[src/rtl/byte_striping_tx.sv]
// Transmit-side byte striper: distributes a serial byte stream round-robin into four lanes
// and presents each completed group on a registered valid/ready output stage.
module byte_striping_tx #(
    parameter logic [7:0]  PAD_BYTE = 8'h00,
    parameter int unsigned CNT_W    = 8
) (
    input  logic             clk,
    input  logic             reset,
    input  logic             valid_in,
    input  logic [7:0]       data_in,
    output logic             ready_in,
    input  logic             sof,
    input  logic             flush,
    output logic [7:0]       data_out0,
    output logic [7:0]       data_out1,
    output logic [7:0]       data_out2,
    output logic [7:0]       data_out3,
    output logic             valid_out,
    input  logic             out_ready,
    output logic [3:0]       lane_fill,
    output logic             err_sof,
    output logic [CNT_W-1:0] group_count
);

    typedef enum logic [0:0] {StFill, StFull} state_e;

    localparam logic [CNT_W-1:0] CntOne = CNT_W'(1);

    state_e     state_q;
    logic [1:0] ptr_q;
    logic [7:0] lane_q [4];

    logic       full;
    logic       accept;
    logic       drain;
    logic       out_free;
    logic       discard;
    logic       flush_pad;
    logic       group_done;
    logic [7:0] nxt_lane [4];
    logic [3:0] nxt_fill;
    logic [1:0] nxt_ptr;

    // Back-pressure comes only from the full flag, so ready_in never depends on out_ready.
    assign full     = (state_q == StFull);
    assign ready_in = !full;

    always_comb begin
        accept   = valid_in && ready_in;
        drain    = valid_out && out_ready;
        out_free = !valid_out || out_ready;
        for (int i = 0; i < 4; i++) begin
            nxt_lane[i] = lane_q[i];
        end
        nxt_fill = lane_fill;
        nxt_ptr  = ptr_q;
        discard  = 1'b0;

        if (accept) begin
            if (sof) begin
                discard     = (ptr_q != 2'd0);
                nxt_lane[0] = data_in;
                nxt_fill    = 4'b0001;
                nxt_ptr     = 2'd1;
            end else begin
                nxt_lane[ptr_q] = data_in;
                nxt_fill[ptr_q] = 1'b1;
                nxt_ptr         = ptr_q + 2'd1;
            end
        end

        // Flush acts on the state after this cycle's byte; an empty group needs no padding.
        flush_pad = flush && (state_q == StFill) && (nxt_ptr != 2'd0);
        if (flush_pad) begin
            for (int i = 0; i < 4; i++) begin
                if (!nxt_fill[i]) begin
                    nxt_lane[i] = PAD_BYTE;
                end
            end
        end

        group_done = (accept && !sof && (ptr_q == 2'd3)) || flush_pad;
    end

    always_ff @(posedge clk or negedge reset) begin
        if (!reset) begin
            state_q     <= StFill;
            ptr_q       <= 2'd0;
            for (int i = 0; i < 4; i++) begin
                lane_q[i] <= 8'h00;
            end
            lane_fill   <= 4'b0000;
            data_out0   <= 8'h00;
            data_out1   <= 8'h00;
            data_out2   <= 8'h00;
            data_out3   <= 8'h00;
            valid_out   <= 1'b0;
            err_sof     <= 1'b0;
            group_count <= '0;
        end else begin
            err_sof <= discard;
            if (drain) begin
                valid_out   <= 1'b0;
                group_count <= group_count + CntOne;
            end

            case (state_q)
                StFill: begin
                    if (group_done) begin
                        ptr_q <= 2'd0;
                        if (out_free) begin
                            data_out0 <= nxt_lane[0];
                            data_out1 <= nxt_lane[1];
                            data_out2 <= nxt_lane[2];
                            data_out3 <= nxt_lane[3];
                            valid_out <= 1'b1;
                            lane_fill <= 4'b0000;
                        end else begin
                            for (int i = 0; i < 4; i++) begin
                                lane_q[i] <= nxt_lane[i];
                            end
                            lane_fill <= 4'b1111;
                            state_q   <= StFull;
                        end
                    end else begin
                        for (int i = 0; i < 4; i++) begin
                            lane_q[i] <= nxt_lane[i];
                        end
                        lane_fill <= nxt_fill;
                        ptr_q     <= nxt_ptr;
                    end
                end
                StFull: begin
                    // valid_out is always set while a group is held here.
                    if (out_ready) begin
                        data_out0 <= lane_q[0];
                        data_out1 <= lane_q[1];
                        data_out2 <= lane_q[2];
                        data_out3 <= lane_q[3];
                        valid_out <= 1'b1;
                        lane_fill <= 4'b0000;
                        state_q   <= StFill;
                    end
                end
                default: state_q <= StFill;
            endcase
        end
    end

endmodule

[config.mk]
export PLATFORM = sky130hd
export DESIGN_NAME = byte_striping_tx
export DESIGN_NICKNAME = d
export VERILOG_FILES = /design/src/rtl/byte_striping_tx.sv
export SDC_FILE = /design/constraint.sdc
export NUM_CORES = 1
export LEC_CHECK = 0
export ABC_AREA = 1
export CAP_MARGIN = 30
export CORE_MARGIN = 2
export CORE_UTILIZATION = 63
export DETAILED_ROUTE_END_ITERATION = 8
export DONT_BUFFER_PORTS = 1
export PLACE_DENSITY = 0.77
export SKIP_LAST_GASP = 1
export SLEW_MARGIN = 20
export SYNTH_ARGS = -nofsm -noshare
export SYNTH_HDL_FRONTEND = slang
export SYNTH_SLANG_ARGS = --single-unit
[constraint.sdc]
create_clock -name clk -period 2.08 [get_ports clk]
set_input_delay 0.104 -clock clk [delete_from_list [all_inputs] [get_ports clk]]
set_output_delay 0.104 -clock clk [all_outputs]
set_load 0.02 [all_outputs]
==> impl_metrics.env, run 1 <==
export IMPL_p_switching_uw=2980
export IMPL_dp_hpwl_um=5610
export IMPL_clk_pin_slew_ns=0.08
export IMPL_dp_slack_ns=0.179
export IMPL_hold_viol_final=0
export IMPL_power_uw=6690
export IMPL_status="complete, no violations"
export IMPL_leakagePower_uw=0.00247
export IMPL_switching_share_pct=44.5
export IMPL_synth_area_leaders="dfrtp_1 (51%), nand2_1 (18%), o21ai_0 (6.2%)"
export IMPL_yosysUniqueCellTypes=22
export IMPL_synth_cells=499
export IMPL_clk_latency_ns=0.35
export IMPL_place_congestion=0.924
export IMPL_synth_top_cell_area_share_pct=51.3
export IMPL_placed_cell_area_um2=4040
export IMPL_fillCellCount=451
export IMPL_critPathLaunchType="flip-flop"
export IMPL_cts_root_buffer="clkbuf_8"
export IMPL_synth_common_cells="nand2_1 (188), dfrtp_1 (81), inv_1 (58), o21ai_0 (49), nand3_1 (39)"
export IMPL_final_layout_size_suffix_gt1_share_pct=11.1
export IMPL_syn_to_final_growth_pct=11.8
export IMPL_clock_power_share_pct=17.6
export IMPL_grt_usage_pct=26.5
export IMPL_vias_per_cell=5.53
export IMPL_worstMarginPinSlew_ns=0.514
export IMPL_drc=0
export IMPL_drt_iter0_drc=296
export IMPL_cts_buffers=9
export IMPL_antenna_found_initial=0
export IMPL_netlist_area_um2=3950
export IMPL_clock_skew_ns=0.0108
export IMPL_fin_nets=528
export IMPL_hold_path_depth=4
export IMPL_rrSetupSlack_ns=0.13
export IMPL_crit_type="reg -> reg"
export IMPL_fmax_mhz=514
export IMPL_design_die_area_um2=6920
export IMPL_synth_most_common_cell="nand2_1"
export IMPL_intPower_uw=3720
export IMPL_cp_arrival_ns=2.19
export IMPL_grt_start_max_net_pins=82
export IMPL_wirelength_um=8970
export IMPL_gr_total_overflow=0
export IMPL_powerDensity_nw_per_um2=1520
export IMPL_synthArstFlopShare_pct=100
export IMPL_ys_flop_type="dfrtp_1"
export IMPL_timing_max_cap_violations=0
export IMPL_cts_sinks=81
export IMPL_die_h_um=83.2
export IMPL_cts_tree="yes"
export IMPL_synth_edf_count=0
export IMPL_antenna_left=0
export IMPL_diodes=0
export IMPL_wl_per_cell_um=15.2
export IMPL_drv_slew=0
export IMPL_yosysWarnings=0
export IMPL_hold_ws_ns=0.0422
export IMPL_num_vias=3255
export IMPL_tns_ns=0
export IMPL_rsz0062_at_grt="true"
export IMPL_pwr_share_seq_pct=43.3
export IMPL_min_period_ns=1.95
export IMPL_synth_fp_nets=518
export IMPL_post_synth_top_area_cell="dfrtp_1"
export IMPL_ys_seq_area_share_pct=51.3
export IMPL_crit_path_end_kind="flip-flop"
export IMPL_relSlewSlack_pct=65.6
export IMPL_grt_pass1_vias=3149
export IMPL_syn_avg_cell_area_um2=7.92
export IMPL_rows=28
export IMPL_post_route_period_util_pct=93.6
export IMPL_die_x_um=83.2
export IMPL_ys_seq_elements=81
export IMPL_io_pins=61
export IMPL_numPortBuffers=0
export IMPL_drtPass1Iterations=5
export IMPL_cp_max_fo=8
export IMPL_start_util_pct=65.9
export IMPL_cp_required_ns=2.32
export IMPL_h_tree_depth=3
export IMPL_cts_path_max_buffers=2
export IMPL_min_path_type="in -> reg"
export IMPL_grt_first_pass_wirelength_um=14700
export IMPL_peakVddDrop_mv=0.841
export IMPL_core_um2=5990
export IMPL_r2r_cells=11
export IMPL_timing_final_ws_setup_ns=0.134
export IMPL_setup_viol=0
export IMPL_stdcell_area_um2=4420
export IMPL_power_frac_comb_pct=39.1
==> power groups by stage <==
stage | registers (uW) | logic (uW) | clock network [uW]
CTS | 2890 | 2300 | 1180
global route | 2960 | 2980 | 1250
global placement | 2900 | 2170 | 0
floorplan | 2820 | 1810 | 0
detailed placement | 2920 | 2240 | 0
finish | 2900 | 2620 | 1180
==> cell type report <==
| class | count | area (um2) | share of cell area (%) |
|---|---|---|---|
| Sequential cell | 81 | 2030 | 45.9 |
| Timing Repair Buffer | 19 | 272 | 6.15 |
| Tap cell | 75 | 93.8 | 2.12 |
| Clock inverter | 5 | 53.8 | 1.22 |
| Inverter | 60 | 230 | 5.21 |
| Clock buffer | 11 | 151 | 3.43 |
| Multi-Input combinational cell | 338 | 1590 | 36.0 |
==> flip-flops by register name (all words and copies together) (netlist names), 2 cells and up <==
register     cells
data_out1        8
data_out0        8
lane_q          32
group_count      8
data_out3        8
lane_fill        4
data_out2        8
ptr_q            2
==> worst max-delay path: stages, from the launching register on <==
cell     delay [ns]
dfrtp_1        0.41
inv_2          0.07
ha_1           0.27
nand2_1        0.05
nor2_1         0.12
nor2_1         0.07
nand2_2        0.10
nand3_1        0.33
nand2_1        0.22
inv_1          0.06
nand3_1        0.08
nand2_1        0.05
==> logic make-up (layout without fill, tap and decap cells) <==
family          Yosys count  count (layout)  share of synthesized area [%]
flops                    81              81                           51.3
xor+xnor                  7               7                           1.55
compound gates           72              72                           10.1
buf+inv                  80              95                           8.93
simple gates            254             254                           26.5
fa+ha+maj                 5               5                           1.58
==> stage by stage <==
stage | util, % | cells
after floorplan | - | 499
after global placement | 67.4 | 565
after detailed placement | 67.4 | 565
after CTS | 71.8 | 585
after global routing | 73.7 | 589
final | 73.7 | 589
==> placed cells by master (no fill, tap or decap), types with 2 or more instances in the layout <==
cell / netlist / routed
nand2_1: 188 / 188
dfrtp_1: 81 / 81
inv_1: 58 / 57
o21ai_0: 49 / 47
nand3_1: 39 / 39
o21ai_1: 12 / 14
nor2_1: 12 / 12
clkbuf_8: 0 / 11
o21ai_2: 10 / 10
nand2_2: 11 / 9
buf_4: 1 / 7
ha_1: 5 / 5
xor2_1: 4 / 4
nand2_4: 2 / 3
xnor2_1: 3 / 3
clkinv_2: 0 / 3
clkbuf_16: 0 / 3
dlygate4sd3_1: 0 / 3
buf_12: 0 / 3
clkinv_4: 0 / 2
==> metal layers <==
layer / up-vias / GRT usage (%) / share of wire, %
li1: 1577 / - / -
met3: 19 / 4.57 / 5.6
met5: - / 0 / 0
met2: 119 / 42.3 / 48
met4: 0 / 11.8 / 2.2
met1: 1540 / 35.6 / 44
==> path summary, 6_finish.rpt <==
path                           start              to
hold reg to reg            lane_q[2]       lane_q[2]
max in group asynchronous      reset    lane_fill[3]
setup reg to reg            ptr_q[0]    data_out2[5]
hold / removal              valid_in         err_sof
setup / recovery            ptr_q[0]    data_out2[5]
min in group asynchronous      reset  group_count[5]
==> repair_timing <==
item                       4_1_cts  5_1_grt
hold buffers                     4        0
resized for setup                0       10
setup endpoints to repair        0       58
buffers inserted                 0        1
hold endpoints to repair        88        0
Power figures use the tool's default switching activity.
==> run 2: changes to the inputs <==
- CELL_PAD_IN_SITES_DETAIL_PLACEMENT: not set -> 1
- CELL_PAD_IN_SITES_GLOBAL_PLACEMENT: not set -> 1
- CORE_UTILIZATION: 63 -> 48
- CTS_BUF_LIST: not set -> sky130_fd_sc_hd__clkbuf_4
- MAX_ROUTING_LAYER: not set -> met4
- PLACE_DENSITY: 0.77 -> 0.79
==> run 2 against run 1 <==
  * Die area rose by 30%
  * Final area rose by 0.45%
  * Combinational power rose by 8.4%
  * Count of clock-buffer cells in the layout fell by 2
  * Final cell count rose by 5.9%
  * Hold slack got worse by 0.023 ns
  * Critical path depth rose by 1
  * Clock power fell by 31%
  * Critical endpoint is now lane_q[5]
  * Largest power group unchanged
==> impl_metrics.env, run 2 (same netlist as run 1, synthesis figures left out) <==
export IMPL_status="complete, no violations"
export IMPL_crit_type="reg -> reg"
export IMPL_die_x_um=94.7
export IMPL_intPower_uw=3410
export IMPL_cp_common_cell="nand2_2"
export IMPL_dp_hpwl_um=6940
export IMPL_stdcell_area_um2=4440
export IMPL_grt_pass1_vias=3439
export IMPL_h_tree_depth=3
export IMPL_placed_cell_area_um2=4090
export IMPL_design_die_area_um2=8970
export IMPL_clk_pin_slew_ns=0.14
export IMPL_largest_reg_flops=32
export IMPL_min_period_ns=2.02
export IMPL_p_switching_uw=3140
export IMPL_grt_busiest_layer="met2"
export IMPL_grtUsageMet3_pct=5.19
export IMPL_timing_max_cap_violations=0
export IMPL_gr_total_overflow=0
export IMPL_diodes=0
export IMPL_cp_arrival_ns=2.39
export IMPL_pwr_share_seq_pct=44.1
export IMPL_rows=33
export IMPL_drt_iter0_drc=175
export IMPL_tns_ns=0
export IMPL_clock_skew_ns=0.0231
export IMPL_numPortBuffers=0
export IMPL_hold_path_depth=4
export IMPL_die_h_um=94.7
export IMPL_clk_latency_ns=0.44
export IMPL_peakVddDrop_mv=0.675
export IMPL_drtPass1Iterations=4
export IMPL_cp_max_fo=12
export IMPL_leakagePower_uw=0.00245
export IMPL_power_frac_comb_pct=43.4
export IMPL_grt_start_max_net_pins=82
export IMPL_core_um2=8090
export IMPL_grt_usage_pct=25.2
export IMPL_syn_to_final_growth_pct=12.3
export IMPL_cts_tree="yes"
export IMPL_critPathBufInv=2
export IMPL_critical_path_max_stage_delay_ns=0.39
export IMPL_cts_sinks=81
export IMPL_io_pins=61
export IMPL_switching_share_pct=48.0
export IMPL_powerDensity_nw_per_um2=1480
export IMPL_cp_cell_sequence="inv_1, ha_1, nand2_1, nor2_1, nor2_1, nand2_2, nand2_2, nand2_4, nand2_2, nand2_8, clkbuf_16, o21ai_0"
export IMPL_r2r_cells=12
export IMPL_hold_ws_ns=0.0190
export IMPL_cp_required_ns=2.45
export IMPL_drc=0
export IMPL_wl_per_cell_um=17.3
export IMPL_relSlewSlack_pct=57.9
export IMPL_fmax_mhz=495
export IMPL_rrSetupSlack_ns=0.06
export IMPL_vias_per_cell=5.24
export IMPL_grt_use_met1_pct=31.6
export IMPL_min_path_type="in -> reg"
export IMPL_num_vias=3269
export IMPL_antenna_found_initial=0
export IMPL_final_layout_size_suffix_gt1_share_pct=12.3
export IMPL_path_delay_family="simple AND/OR/NAND/NOR gates"
export IMPL_worstMarginPinSlew_ns=0.630
export IMPL_fin_nets=533
export IMPL_layout_commonest_cell="nand2_1"
export IMPL_crit_path_end_kind="flip-flop"
export IMPL_grt_first_pass_wirelength_um=16900
export IMPL_cts_buffers=9
export IMPL_start_util_pct=48.8
export IMPL_layout_common_cells="nand2_1 (187), dfrtp_1 (81), inv_1 (57)"
export IMPL_wirelength_um=10800
export IMPL_gr_usage_met2_pct=42.0
export IMPL_drv_slew=0
export IMPL_cts_root_buffer="clkbuf_4"
export IMPL_cp_depth=12
export IMPL_power_uw=6550
export IMPL_cts_path_max_buffers=2
export IMPL_place_congestion=0.838
export IMPL_clock_power_share_pct=12.5
export IMPL_critPathLaunchType="flip-flop"
export IMPL_slowest_stage="dfrtp_1"
export IMPL_antenna_left=0
export IMPL_largest_register="lane_q"
export IMPL_post_route_period_util_pct=97.2
export IMPL_utilization_pct=54.8
export IMPL_setup_viol=0
export IMPL_hold_viol_final=0
-- run 2: cell count changes in the layout (fill, tap and decap cells not counted), sizes merged --
cell         before  now
buf              13   16
bufinv            1    0
clkbuf           14   12
clkinv            6    5
clkinvlp          0    2
dlygate4sd3       3    5
inv              58   60
-- run 2: power by group through the flow --
stage	clock network (uW)	registers [uW]	logic, uW
detailed placement	0	2930	2390
global route	907	2960	3170
finish	820	2890	2840
CTS	849	2900	2450
floorplan	0	2820	1810
global placement	0	2900	2260
-- run 2: cell type report --
cell class	instances	area [um2]
flip-flops and latches	81	2030
fillers	1006	3660
inverters	60	228
clock buffers	9	67.6
repair buffers	24	319
well taps	105	131
multi-input cells	338	1620
clock inverters	7	45.0
-- run 2: routing by layer --
metal	part of all wire, %	routed length [um]	up-vias
met3	2.9	310	9
met4	0.89	96	0
met1	45	4900	1620
met2	51	5480	53
li1	-	-	1587
met5	0	0	-
-- run 2: what timing repair did --
| item | CTS | global route |
|---|---|---|
| hold buffers | 6 | 0 |
| setup endpoints to repair | 0 | 54 |
| hold endpoints to repair | 91 | 0 |
| buffers inserted | 0 | 3 |
| gates resized for setup | 0 | 12 |
-- run 2: final timing paths --
path,start,endpoint
max in group asynchronous,reset,ptr_q[1]
min in group asynchronous,reset,group_count[7]
setup / recovery,ptr_q[0],lane_q[5]
setup reg to reg,ptr_q[0],lane_q[5]
hold / removal,valid_in,ptr_q[0]
hold reg to reg,lane_q[2],lane_q[2]
-- run 2: worst register-to-register path: cells and delay by family, from the launching register on --
family	cells	cell delay (ns)
AOI/OAI and AO/OA	1	0.17
adders and majority gates	1	0.25
buffers and inverters	2	0.31
DFF	1	0.39
and+or+nand+nor	8	0.86
-- run 2: metrics by stage --
step	worst slack, ns	std cells
floorplan	0.310	499
finish	0.0580	624
global route	-0.112	624
global placement	0.174	595
CTS	0.0204	617
detailed placement	0.0172	595
